<file path="config.mk">
export PLATFORM = sky130hd
export DESIGN_NAME = sp_block_writer
export DESIGN_NICKNAME = d
export VERILOG_FILES = /design/src/rtl/sp_block_writer.sv
export SDC_FILE = /design/constraint.sdc
export NUM_CORES = 1
export LEC_CHECK = 0
export ABC_CLOCK_PERIOD_IN_PS = 8450
export BUFFER_PORTS_ARGS = -buffer_cell sky130_fd_sc_hd__buf_2
export CAP_MARGIN = 40
export CORE_ASPECT_RATIO = 0.5
export CORE_MARGIN = 10
export CORE_UTILIZATION = 40
export CTS_CLUSTER_DIAMETER = 50
export DETAILED_ROUTE_END_ITERATION = 8
export SYNTH_ARGS = -nofsm -noshare
export SYNTH_HDL_FRONTEND = slang
export SYNTH_SLANG_ARGS = --single-unit
</file>
<file path="constraint.sdc">
create_clock -name Clock -period 8.45 [get_ports Clock]
set_input_delay 0.845 -clock Clock [delete_from_list [all_inputs] [get_ports Clock]]
set_output_delay 0.845 -clock Clock [all_outputs]
set_load 0.03 [all_outputs]
</file>
<file path="src/rtl/sp_block_writer.sv">
// sp_block_writer: drains one N x N sample block from the embedded S' RAM into external SRAM, one write per cycle
// Clock/Resetn: rising-edge clock, asynchronous active-low reset
// start/plane/blk_row/blk_col/clip_en: block request, latched when accepted in IDLE
// Address_Sp_a/Data_out_Sp_a: RAM port A read address and its 1-cycle-late read data
// SRAM_address/SRAM_write_data/SRAM_we_n: registered SRAM write port
// ready/done: idle indicator and one-cycle block-complete pulse
module sp_block_writer #(
    parameter int SAMPLE_W = 16,
    parameter int ADDR_W   = 18,
    parameter int RAM_AW   = 8,
    parameter int Y_BLK    = 16,
    parameter int C_BLK    = 8,
    parameter int Y_BASE   = 27648,
    parameter int U_BASE   = 55296,
    parameter int V_BASE   = 69120,
    parameter int Y_STRIDE = 320,
    parameter int C_STRIDE = 160
) (
    input  logic                  Clock,
    input  logic                  Resetn,
    input  logic                  start,
    input  logic [1:0]            plane,
    input  logic [7:0]            blk_row,
    input  logic [7:0]            blk_col,
    input  logic                  clip_en,
    output logic [RAM_AW-1:0]     Address_Sp_a,
    input  logic [2*SAMPLE_W-1:0] Data_out_Sp_a,
    output logic [ADDR_W-1:0]     SRAM_address,
    output logic [SAMPLE_W-1:0]   SRAM_write_data,
    output logic                  SRAM_we_n,
    output logic                  ready,
    output logic                  done
);
    localparam int AW = ADDR_W + 8;
    typedef enum logic [2:0] {IDLE, LEADIN0, LEADIN1, WR_EVEN, WR_ODD, LAST_ODD, FINISH} state_t;
    state_t state;
    logic [1:0] pl;
    logic [7:0] rb, cb;
    logic clip;
    logic [4:0] r, c, n;
    logic [2*SAMPLE_W-1:0] word;
    logic [AW-1:0] base, stride, addr_full;
    logic [SAMPLE_W-1:0] sample;
    logic writing;
    function automatic logic [SAMPLE_W-1:0] clamp(input logic [SAMPLE_W-1:0] s, input logic en);
        return !en ? s : s[SAMPLE_W-1] ? '0 : (s > SAMPLE_W'(255)) ? SAMPLE_W'(255) : s;
    endfunction
    always_comb begin
        n = (pl == 2'd0) ? 5'(Y_BLK) : 5'(C_BLK);
        base = (pl == 2'd0) ? AW'(Y_BASE) : (pl == 2'd1) ? AW'(U_BASE) : AW'(V_BASE);
        stride = (pl == 2'd0) ? AW'(Y_STRIDE) : AW'(C_STRIDE);
        addr_full = base + (AW'(rb) * AW'(n) + AW'(r)) * stride + AW'(cb) * AW'(n) + AW'(c);
        sample = (state == WR_EVEN) ? word[2*SAMPLE_W-1:SAMPLE_W] : word[SAMPLE_W-1:0];
        writing = (state == WR_EVEN) || (state == WR_ODD) || (state == LAST_ODD);
    end
    always_ff @(posedge Clock or negedge Resetn) begin
        if (!Resetn) begin
            state <= IDLE;
            pl <= '0;
            rb <= '0;
            cb <= '0;
            clip <= 1'b0;
            r <= '0;
            c <= '0;
            word <= '0;
            Address_Sp_a <= '0;
            SRAM_address <= '0;
            SRAM_write_data <= '0;
            SRAM_we_n <= 1'b1;
            ready <= 1'b1;
            done <= 1'b0;
        end else begin
            // 5-bit counters with explicit wrap so a 16-wide block never relies on 4-bit overflow
            if (writing) begin
                SRAM_we_n <= 1'b0;
                SRAM_address <= addr_full[ADDR_W-1:0];
                SRAM_write_data <= clamp(sample, clip);
                r <= (r == n - 5'd1) ? 5'd0 : r + 5'd1;
                c <= (r == n - 5'd1) ? c + 5'd1 : c;
            end
            case (state)
                IDLE: begin
                    done <= 1'b0;
                    if (start) begin
                        pl <= plane;
                        rb <= blk_row;
                        cb <= blk_col;
                        clip <= clip_en;
                        r <= '0;
                        c <= '0;
                        Address_Sp_a <= '0;
                        ready <= 1'b0;
                        state <= LEADIN0;
                    end
                end
                LEADIN0: begin
                    Address_Sp_a <= Address_Sp_a + RAM_AW'(1);
                    state <= LEADIN1;
                end
                LEADIN1: begin
                    word <= Data_out_Sp_a;
                    state <= WR_EVEN;
                end
                WR_EVEN: state <= (r == n - 5'd2 && c == n - 5'd1) ? LAST_ODD : WR_ODD;
                WR_ODD: begin
                    word <= Data_out_Sp_a;
                    Address_Sp_a <= Address_Sp_a + RAM_AW'(1);
                    state <= WR_EVEN;
                end
                LAST_ODD: state <= FINISH;
                FINISH: begin
                    SRAM_we_n <= 1'b1;
                    done <= 1'b1;
                    ready <= 1'b1;
                    state <= IDLE;
                end
                default: state <= IDLE;
            endcase
        end
    end
endmodule

</file>
Word-level counts from Yosys, hierarchy flattened
Cells that the tools add are included.
{"block": "totals", "reg_bits": 109, "latchBits": 0, "ramBits": 0, "rom_bits": 0, "inputBits": 54, "word_cells": 77, "n_memories": 0}
{"block": "op_classes", "addsub": 9, "multipliers": 3, "n_div": 0, "magnitude_cmp": 1, "n_eq_ne": 11, "shifts": 0, "mux": 26, "bitwise": 0, "n_reduce_logical": 13}
{"operator": "$mux 5", "n": 9}
{"operator": "$mux 17", "n": 2}
{"operator": "$mux 16", "n": 2}
{"operator": "$mux 15", "n": 2}
{"operator": "$mul 8x5->13", "n": 2}
{"operator": "$add 17x18->18", "n": 1}
{"operator": "$add 18x13->18", "n": 1}
{"operator": "$add 18x5->18", "n": 1}
{"operator": "$mul 14x9->18", "n": 1}
{"operator": "$gt 16x8->1 const B", "n": 1}
{"operator": "$pmux 8 s2", "n": 1}
{"operator": "$eq 5x5->1", "n": 3}
{"operator": "$pmux 3 s5", "n": 1}
{"operator": "$add 13x5->14", "n": 1}
{"operator": "$add 5x1->5 const B", "n": 2}
{"operator": "$eq 3x3->1 const B", "n": 3}
{"operator": "$mux 9", "n": 1}
{"operator": "$add 8x1->8 const B", "n": 1}
{"operator": "$mux 8", "n": 1}
{"operator": "$eq 3x2->1 const B", "n": 2}
{"operator": "$reduce_and 2->1", "n": 3}
{"operator": "$reduce_bool 2->1", "n": 3}
{"operator": "$sub 5x1->5 const B", "n": 1}
{"operator": "$sub 5x2->5 const B", "n": 1}
{"operator": "other kinds (11)", "n": 17}

Longest topological paths before layout
Gate-level depths: netlist of run 1.
{"block": "logic_depth", "depth_word": 8, "depth_mapped": 31, "mapped_depth_nobuf": 29}

Worst setup path before layout of run 1
OpenSTA, ideal clock, no wires.
{"block": "synth_path", "path_kind": "register -> register", "from": "reg pl[0]", "to": "reg SRAM_address[17]", "setup_ns": 0.077, "arrival_time_ns": 6.946, "t_required_ns": 8.373, "setup_slack_ns": 1.427, "path_stages_with_launch": 30, "n_path_buf": 2, "path_cell_list": "dfrtp_1 -> nor2_1 -> inv_1 -> clkbuf_1 -> clkbuf_1 -> and2_1 -> ha_1 -> xor2_1 -> ha_1 -> ha_1 -> inv_1 -> fa_1 -> xnor2_1 -> and2_1 -> ha_1 -> inv_1 -> fa_1 -> inv_1 -> ha_1 -> inv_1 -> fa_1 -> fa_1 -> inv_1 -> ha_1 -> ha_1 -> or3_1 -> o41ai_2 -> xnor2_1 -> xnor3_1 -> o21ai_1"}
{"block": "synth_between", "elab_chain_cells": 8, "word_cells_on_any_way": 13, "cone_classes": "add/sub: 4; mul: 3; eq/ne: 1; mux: 4; reduce/logical: 1"}
{"element": "start, declared", "line_no": "37", "rtl": "logic [1:0] pl;"}
{"element": "start signal, assigned", "line_no": "85", "rtl": "pl <= plane;"}
{"element": "$logic_not 2->1", "line_no": "49, 50, 51"}
{"element": "$mux 5", "line_no": "49", "rtl": "n = (pl == 2'd0) ? 5'(Y_BLK) : 5'(C_BLK);"}
{"element": "$mul 8x5->13", "line_no": "52", "rtl": "addr_full = base + (AW'(rb) * AW'(n) + AW'(r)) * stride + AW'(cb) * AW'(n) + AW'(c);"}
{"element": "$add 13x5->14", "line_no": "52"}
{"element": "$mul 14x9->18", "line_no": "52"}
{"element": "$add 17x18->18", "line_no": "52"}
{"element": "$add 18x13->18 (*)", "line_no": "52"}
{"element": "$add 18x5->18 (*)", "line_no": "52"}
{"element": "end signal, assigned", "line_no": "76", "rtl": "SRAM_address <= addr_full[ADDR_W-1:0];"}
{"element": "end, declared", "line_no": "28", "rtl": "output logic [ADDR_W-1:0] SRAM_address,"}
Every way passes the cells marked *; elsewhere a longest branch is shown, timed or not.
A chain may end at the register's enable or synchronous reset.

Worst setup path after layout of run 1
{"block": "layout_path", "from": "reg pl[1]", "to": "reg SRAM_address[17]"}
The elaborated chain is that of the path after synthesis.

==> summary.txt, run 1 <==
Hold WC Path Type - reg -> reg
Final Slew Violations - 0
Clock Pin Slew Worst Setup and Hold Paths - 80 ps
Worst Tran Pin Value - 804 ps
Setup TNS - 0 ps
Buffers on Ports - 98
Syn Area/Cell - 10.2 µm²
DRT antenna net count - 0
DRC Markers - 0
Layout Cells excl Fill - 1106
Final WS setup - 1250 ps
Most frequent cell after synthesis - dfrtp_1
Die area - 0.0253 mm²
NumNets Final - 1026
Run status - completed
Reg-to-reg setup timing slack - 1250 ps
Row cnt - 35
Register-to-Register Path Depth - 29
Detailed Route WL - 15.8 mm
Die extent in x - 215 µm
Synth Warn # - 0
Top area cells in the synthesized netlist - dfrtp_1 (35%), ha_1 (16%), fa_1 (8.7%), mux2_2 (7.4%), inv_1 (4.4%)
Post-Syn Area - 0.00761 mm²
DP Area - 0.00840 mm²
Placer Congestion - 0.791
DP HPWL - 12.3 mm
Critical Path AT - 7480 ps
WL/cell - 14.3 µm
Maximum clock rate - 139 MHz
Pin count of the biggest net entering global routing - 64
Post-CTS Setup Bufs - 0
Count of final setup violators - 0
Vias in the first global route - 5507
Fin crit share - 0.852
Syn-to-layout area delta - 14.8%
WP buf/inv - 6
RSZ-0062 raised after global routing - no
Effective utilization at floorplan - 0.411
Worst slew margin - 0.464
DR vias - 5217
Crit start category - flip-flop
Crit end category - flip-flop
Crit path largest cell delay - 540 ps
CTS tree - built
Worst skew pair latency - 360 ps
Antenna diodes - 0
Mapped Cells - 748
Top_reg_cell synth - dfrtp_1
FF+latch count, synth - 109
Asr flop ratio synth - 1.00
Io pins - 99
# hold bufs at CTS - 0
Most frequent cells after synthesis - dfrtp_1 (107), ha_1 (97), inv_1 (89)
Final Skew - 11.3 ps
Yosys cell types - 51
Post-DR vias/cell - 4.72
Max clock buf depth - 2
Die Ht - 118 µm
CP max FO - 30
Placed Cells - 1090
Layout cell share with drive strength beyond 1 - 0.220
Antenna violations before repair - 0
Drt initial violations - 188
Cell mode on critical path - ha_1
Sequential fraction of the synthesis area - 0.359
CP delay by family, top - adder cells
GRT overflow - 0
CTS Buf Count - 9
Leading area contributor after synthesis - dfrtp_1
Max Cap Viol - 0
Clock sink count - 109
Worst Path Required - 8730 ps
Slowest CP cell - fa_1
Design Area, Final - 0.00874 mm²
Detailed Routing Iterations Pass 1 - 4
Total GRT Usage - 0.127
Share of the synthesized area in the top cell type - 0.352
Hold depth - 2
# resized after CTS - 0
Place WS - 1210 ps
Crit Path Category - reg -> reg
Root Driver - clkbuf_16
First-pass GRT wire length - 27.2 mm
CTS H-tree depth - 3
Post-synth EDFFs - 0
Core area - 0.0185 mm²
Stages on the worst setup path - 29
Tmin final - 7200 ps
Hold Violations, Final - 0
## path summary, 6_finish.rpt
check	from	endpoint
max	pl[1]	SRAM_address[17]
min	SRAM_address[8]	SRAM_address[8]
max reg2reg	pl[1]	SRAM_address[17]
min reg2reg	SRAM_address[8]	SRAM_address[8]
max in group asynchronous	Resetn	rb[4]
min in group asynchronous	Resetn	word[1]
## placed cells by master, fill, tap and decap left out, drive strengths merged, types with 10 or more instances in the layout
cell type	synthesis	final
dfrtp	107	107
buf	15	106
ha	97	97
inv	89	91
nand2	88	88
mux2	50	50
nor2	41	41
fa	33	33
o21ai	33	33
and2	28	28
xor2	18	18
xnor2	17	17
a21oi	15	15
mux2i	12	12
nor2b	12	12
a211oi	10	10
nor3	10	10
## worst min-delay path, stage by stage, from the launching register on
cell and delay, ps:
dfrtp_1 350, nand2_1 50, nand2_1 40
## cell type report
| cell class | count | area, µm² |
|---|---|---|
| fillers | 1757 | 9790 |
| multi-input cells | 527 | 4450 |
| flip-flops and latches | 109 | 2730 |
| repair buffers | 106 | 561 |
| inverters | 89 | 334 |
| well taps | 259 | 324 |
| clock buffers | 9 | 225 |
| clock inverters | 7 | 113 |
## kinds of logic (layout without fill, tap and decap cells)
logic type      Yosys count  in the layout  synth area share
fa+ha+maj               130            130             0.246
flops                   109            109             0.359
compound gates           79             79            0.0651
xor+xnor                 36             36            0.0432
mux                      62             62            0.0897
buf+inv                 117            211            0.0608
simple gates            213            213             0.135
other cells               2              7          0.000987
## sequential cells by signal (all words and copies together), names as in the netlist, 2 cells and up
name,cells
pl,2
rb,8
r,5
SRAM_write_data,16
Address_Sp_a,8
SRAM_address,18
word,32
c,5
state,3
cb,8
## per-layer routing
layer / global-route usage / up-vias / share of wire
li1: - / 2653 / -
met1: 0.162 / 2488 / 0.47
met2: 0.216 / 68 / 0.49
met3: 0.0280 / 8 / 0.034
met4: 0.0249 / 0 / 0.0066
met5: 0 / - / 0
## per-stage QoR
| step | util | hold slack [ps] |
|---|---|---|
| 2_1_floorplan | - | 473 |
| 3_3_place_gp | 0.453 | 449 |
| 3_5_place_dp | 0.453 | 457 |
| 4_1_cts | 0.472 | 477 |
| 5_1_grt | 0.472 | 495 |
| 6_report | 0.472 | 471 |
Power of run 1 is left out: the tool's default activity adds up to more than one toggle a clock period on the data nets, which glitch-free logic cannot reach.
==> inputs of run 2 (changes only) <==
--- a/config.mk
+++ b/config.mk
@@ -13,6 +13,7 @@
 export CORE_UTILIZATION = 40
 export CTS_CLUSTER_DIAMETER = 50
 export DETAILED_ROUTE_END_ITERATION = 8
+export REMOVE_ABC_BUFFERS = 1
 export SYNTH_ARGS = -nofsm -noshare
 export SYNTH_HDL_FRONTEND = slang
 export SYNTH_SLANG_ARGS = --single-unit
==> run 2 against run 1 <==
Against the previous run:
- global-route usage down 0.46 points
- clock-buffer cell count up 1
- wire length down 3.7%
- non-clock buffer count up 2
- die area unchanged
- sequential share of layout area down 0.098 points
- utilization up 0.15 points
- critical path depth unchanged
- design area up 0.32%
- cell count up 0.18%
- first-iteration DRC count down 1.1%
- fmax about the same
- critical path type unchanged
==> summary.txt, run 2 (synthesis gave the netlist of run 1 again) <==
Final Skew - 12.6 ps (+1.24 ps)
Commonest non-fill, non-tap cell in the layout - dfrtp_1
Critical Path AT - 7470 ps (about the same)
Die Ht - 118 µm (unchanged)
Hold Violations, Final - 0 (unchanged)
Worst skew pair latency - 360 ps (about the same)
Buffers on Ports - 98 (unchanged)
GRT overflow - 0 (unchanged)
Worst Path Required - 8720 ps (about the same)
Most frequent cells in the layout - dfrtp_1 (107), ha_1 (97), buf_2 (97), inv_1 (89), nand2_1 (88)
CTS tree - built
Clock sink count - 109 (unchanged)
Crit Path Category - reg -> reg
CTS H-tree depth - 3 (unchanged)
Total GRT Usage - 0.122 (-0.00458)
Max clock buf depth - 2 (unchanged)
Post-DR vias/cell - 4.74 (+0.51%)
Row cnt - 35 (unchanged)
Core area - 0.0185 mm² (unchanged)
Register-to-Register Path Depth - 29 (unchanged)
DRC Markers - 0 (unchanged)
Crit path largest cell delay - 540 ps (about the same)
Hold WC Path Type - in -> async
CP max FO - 33 (+10%)
Worst Tran Pin Value - 617 ps (-188 ps)
Count of final setup violators - 0 (unchanged)
Placer Congestion - 0.761 (-3.9%)
Slowest CP cell - fa_1
Pin count of the biggest net entering global routing - 49 (-23%)
Reg with most FFs - word
Crit end category - flip-flop
Post-CTS Setup Bufs - 0 (unchanged)
DP HPWL - 12.0 mm (-3.1%)
Io pins - 99 (unchanged)
Layout cell share with drive strength beyond 1 - 0.220 (+0.000661)
Die extent in x - 215 µm (unchanged)
Drt initial violations - 186 (-1.1%)
Top Registers - word: 32 flops, SRAM_address: 18 flops, SRAM_write_data: 16 flops
Detailed Route WL - 15.2 mm (-3.7%)
Tmin final - 7190 ps (-5.74 ps)
Final hold slack - 425 ps (-45.2 ps)
First-pass GRT wire length - 26.1 mm (-3.8%)
Fin crit share - 0.851 (about the same)
Final Slew Violations - 0 (unchanged)
Clock Pin Slew Worst Setup and Hold Paths - 80 ps (about the same)
Setup TNS - 0 ps (unchanged)
Detailed Routing Iterations Pass 1 - 4 (unchanged)
NumNets Final - 1028 (+0.19%)
Antenna violations before repair - 0 (unchanged)
Max Cap Viol - 0 (unchanged)
Largest register FFs - 32 (unchanged)
Maximum clock rate - 139 MHz (about the same)
RSZ-0062 raised after global routing - no
Crit start category - flip-flop
Antenna diodes - 0 (unchanged)
CTS Buf Count - 9 (unchanged)
# resized after CTS - 0 (unchanged)
Cell mode on critical path - ha_1
Vias in the first global route - 5349 (-2.9%)
Effective utilization at floorplan - 0.411 (unchanged)
DRT antenna net count - 0 (unchanged)
Worst slew margin - 0.587 (+0.124)
WL/cell - 13.7 µm (-3.9%)
Root Driver - clkbuf_16
DR vias - 5253 (+0.69%)
Fill count - 1783 (+1.5%)
Syn-to-layout area delta - 15.2%
Run status - completed
Die area - 0.0253 mm² (unchanged)
Placed Cells - 1092 (+0.18%)
# hold bufs at CTS - 0 (unchanged)
Layout Cells excl Fill - 1108 (+0.18%)
[run 2: metal layers]
metal	vias to the layer above	wire length (µm)	global-route usage
met4	0	102	0.0219
met3	8	363	0.0272
met2	42	7590	0.213
met1	2553	7140	0.153
li1	2650	-	-
met5	-	0	0
[run 2: per-stage QoR]
stage / util / setup slack, ps / area, µm²
3_3_place_gp: 0.453 / 1460 / 8400
4_1_cts: 0.473 / 1260 / 8770
5_1_grt: 0.473 / 829 / 8770
2_1_floorplan: - / 406 / 7500
3_5_place_dp: 0.456 / 1260 / 8450
6_report: 0.473 / 1260 / 8770
[run 2: area by class of cell]
class | instances | area [µm²] | area share
repair buffers | 108 | 608 | 0.0694
multi-input cells | 527 | 4450 | 0.508
flip-flops and latches | 109 | 2730 | 0.311
clock buffers | 10 | 239 | 0.0273
inverters | 89 | 334 | 0.0381
well taps | 259 | 324 | 0.0370
clock inverters | 6 | 76.3 | 0.00871
[run 2: final timing paths]
check / end / from / slack (ps)
setup reg to reg: SRAM_address[17] / pl[1] / 1260
hold / removal: SRAM_write_data[12] / Resetn / 430
max in group asynchronous: SRAM_we_n / Resetn / 6920
setup / recovery: SRAM_address[17] / pl[1] / 1260
hold reg to reg: SRAM_address[8] / SRAM_address[8] / 470
min in group Clock: SRAM_address[8] / SRAM_address[8] / 470
[run 2: critical path: cells and delay by family (launching register included)]
kind | cells | cell delay (ps)
flops | 1 | 450
compound gates | 5 | 710
simple gates | 3 | 540
fa+ha+maj | 12 | 4060
xor+xnor | 3 | 720
buf+inv | 6 | 600
Power of run 2 is left out for the same reason.
==> inputs of run 3 (changes only) <==
--- a/config.mk
+++ b/config.mk
@@ -5,6 +5,7 @@
 export SDC_FILE = /design/constraint.sdc
 export NUM_CORES = 1
 export LEC_CHECK = 0
+export ABC_AREA = 1
 export ABC_CLOCK_PERIOD_IN_PS = 8450
 export BUFFER_PORTS_ARGS = -buffer_cell sky130_fd_sc_hd__buf_2
 export CAP_MARGIN = 40
==> run 3 against run 2 <==
Against the previous run:
- synthesized area grew 0.66%
- design area decreased by 0.33%
- critical path depth decreased by 1
- global-route usage rose by 1.1 points
- utilization fell by 0.38 points
- critical path type unchanged
- critical endpoint is now SRAM_address[15]
- largest cell class unchanged
==> summary.txt, run 3 <==
Drt initial violations - 283 (+52%)
Run status - completed
Slowest CP cell - fa_1
NumNets Final - 1213 (+18%)
DRT antenna net count - 0 (unchanged)
Crit start category - flip-flop
Most frequent cells in the layout - nand2_1 (245), inv_1 (149), dfrtp_1 (107), ha_1 (97), buf_2 (97)
Crit end category - flip-flop
Met1 Use GR - 0.176 (+0.0226)
Design Area, Final - 0.00874 mm² (-0.33%)
Root Driver - clkbuf_16
# resized after CTS - 0 (unchanged)
Final Skew - 11.1 ps (-1.51 ps)
Launch point of the worst reg-to-reg path - pl[1]
CTS H-tree depth - 3 (unchanged)
Worst skew pair latency - 360 ps (about the same)
Vias in the first global route - 5986 (+12%)
Leading area contributor after synthesis - dfrtp_1
Post-DR vias/cell - 4.69 (-1.2%)
Syn-to-layout area delta - 14.0%
Row cnt - 35 (unchanged)
Worst Path Required - 8670 ps (-50 ps)
Syn Area/Cell - 8.19 µm² (-20%)
CP max FO - 32 (-3.0%)
DP HPWL - 12.7 mm (+6.3%)
Post-CTS Setup Bufs - 0 (unchanged)
Die extent in x - 216 µm (+0.30%)
Post-Syn Area - 0.00766 mm² (+0.66%)
DRC Markers - 0 (unchanged)
Setup TNS - 0 ps (unchanged)
Yosys cell types - 41 (-20%)
Maximum clock rate - 145 MHz (+4.0%)
Antenna diodes - 0 (unchanged)
Cell mode on critical path - ha_1
WL/cell - 12.9 µm (-5.8%)
Io pins - 99 (unchanged)
Share of the synthesized area in the top cell type - 0.349 (-0.00230)
Place WS - 1530 ps (+277 ps)
Met2 GRT Util - 0.221 (+0.00779)
Hold Violations, Final - 0 (unchanged)
Antenna violations before repair - 0 (unchanged)
Largest register FFs - 32 (unchanged)
Effective utilization at floorplan - 0.412 (+0.000755)
Crit path largest cell delay - 560 ps (+20 ps)
Commonest non-fill, non-tap cell in the layout - nand2_1
Buffers on Ports - 98 (unchanged)
Final WS setup - 1540 ps (+279 ps)
Fin crit share - 0.818 (-0.0330)
Mapped Cells - 936 (+25%)
GRT overflow - 0 (unchanged)
Layout cell share with drive strength beyond 1 - 0.144 (-0.0762)
Top_reg_cell synth - dfrtp_1
Total GRT Usage - 0.133 (+0.0105)
Clock sink count - 109 (unchanged)
Crit Path Category - reg -> reg
Detailed Routing Iterations Pass 1 - 4 (unchanged)
GRT met3 Usage - 0.0239 (-0.00334)
Clock Pin Slew Worst Setup and Hold Paths - 90 ps (about the same)
Pin count of the biggest net entering global routing - 49 (unchanged)
Top area cells in the synthesized netlist - dfrtp_1 (35%), ha_1 (16%), nand2_1 (12%), fa_1 (8.6%), inv_1 (7.3%)
Reg-to-reg setup timing slack - 1540 ps (+280 ps)
Asr flop ratio synth - 1.00 (unchanged)
RSZ-0062 raised after global routing - no
Post-synth EDFFs - 0 (unchanged)
Top Registers - word: 32 flops, SRAM_address: 18 flops, SRAM_write_data: 16 flops
Reg with most FFs - word
Most frequent cells after synthesis - nand2_1 (245), inv_1 (149), dfrtp_1 (107)
DP Area - 0.00844 mm² (-0.12%)
DR vias - 6058 (+15%)
Placer Congestion - 0.820 (+7.7%)
Most frequent cell after synthesis - nand2_1
Hold WC Path Type - in -> async
Count of final setup violators - 0 (unchanged)
Synth Warn # - 0 (unchanged)
Worst slew margin - 0.517 (-0.0701)
Final Slew Violations - 0 (unchanged)
Sequential fraction of the synthesis area - 0.356 (-0.00234)
Detailed Route WL - 16.7 mm (+9.9%)
Worst Tran Pin Value - 723 ps (+106 ps)
Final hold slack - 414 ps (-11.0 ps)
Max Cap Viol - 0 (unchanged)
Tmin final - 6910 ps (-279 ps)
CTS tree - built
Register-to-Register Path Depth - 28 (-3.4%)
First-pass GRT wire length - 28.6 mm (+9.6%)
FF+latch count, synth - 109 (unchanged)
CTS Buf Count - 9 (unchanged)
GR peak layer - met2
Die area - 0.0254 mm² (+0.57%)
R2r endpoint - SRAM_address[15]
Max clock buf depth - 2 (unchanged)
# hold bufs at CTS - 0 (unchanged)
Core area - 0.0186 mm² (+0.47%)
Die Ht - 118 µm (+0.27%)
Critical Path AT - 7130 ps (-340 ps)
## run 3: final cells by class
cell class | instances | area [µm²]
multi-input cells | 643 | 4230
clock inverters | 6 | 67.6
inverters | 162 | 611
fillers | 1856 | 9870
clock buffers | 10 | 229
repair buffers | 104 | 551
flip-flops and latches | 109 | 2730
well taps | 259 | 324
## run 3: worst max-delay path by stage
stage               start               end
global placement    pl[1]  SRAM_address[15]
global route        pl[1]  SRAM_address[15]
detailed placement  pl[1]  SRAM_address[15]
CTS                 pl[1]  SRAM_address[15]
finish              pl[1]  SRAM_address[15]
floorplan           pl[1]  SRAM_address[15]
## run 3: cells by family after synthesis
group                      synth area share
buffers and inverters                0.0957
AOI/OAI and AO/OA                    0.0941
xor gates and xnor gates             0.0149
and+or+nand+nor                       0.192
other                              0.000980
DFF                                   0.356
adders and majority gates             0.245
muxes                               0.00147
## run 3: worst max-delay path: cells and delay by family, from the launching register on
| family | cells | cell delay, ps |
|---|---|---|
| adders and majority gates | 12 | 4280 |
| and+or+nand+nor | 5 | 570 |
| AOI/OAI and AO/OA | 5 | 680 |
| xor gates and xnor gates | 1 | 140 |
| buffers and inverters | 5 | 650 |
| DFF | 1 | 480 |
## run 3: layer usage
layer	vias to the layer above	part of all wire
met5	-	0
met2	80	0.47
li1	3116	-
met1	2853	0.49
met3	9	0.028
met4	0	0.0063
## run 3: per-stage QoR
stage,utilization,instances
after global routing,0.469,1293
after floorplan,-,914
final,0.469,1293
after CTS,0.469,1293
after detailed placement,0.454,1277
after global placement,0.452,1276
Power of run 3 is left out for the same reason.
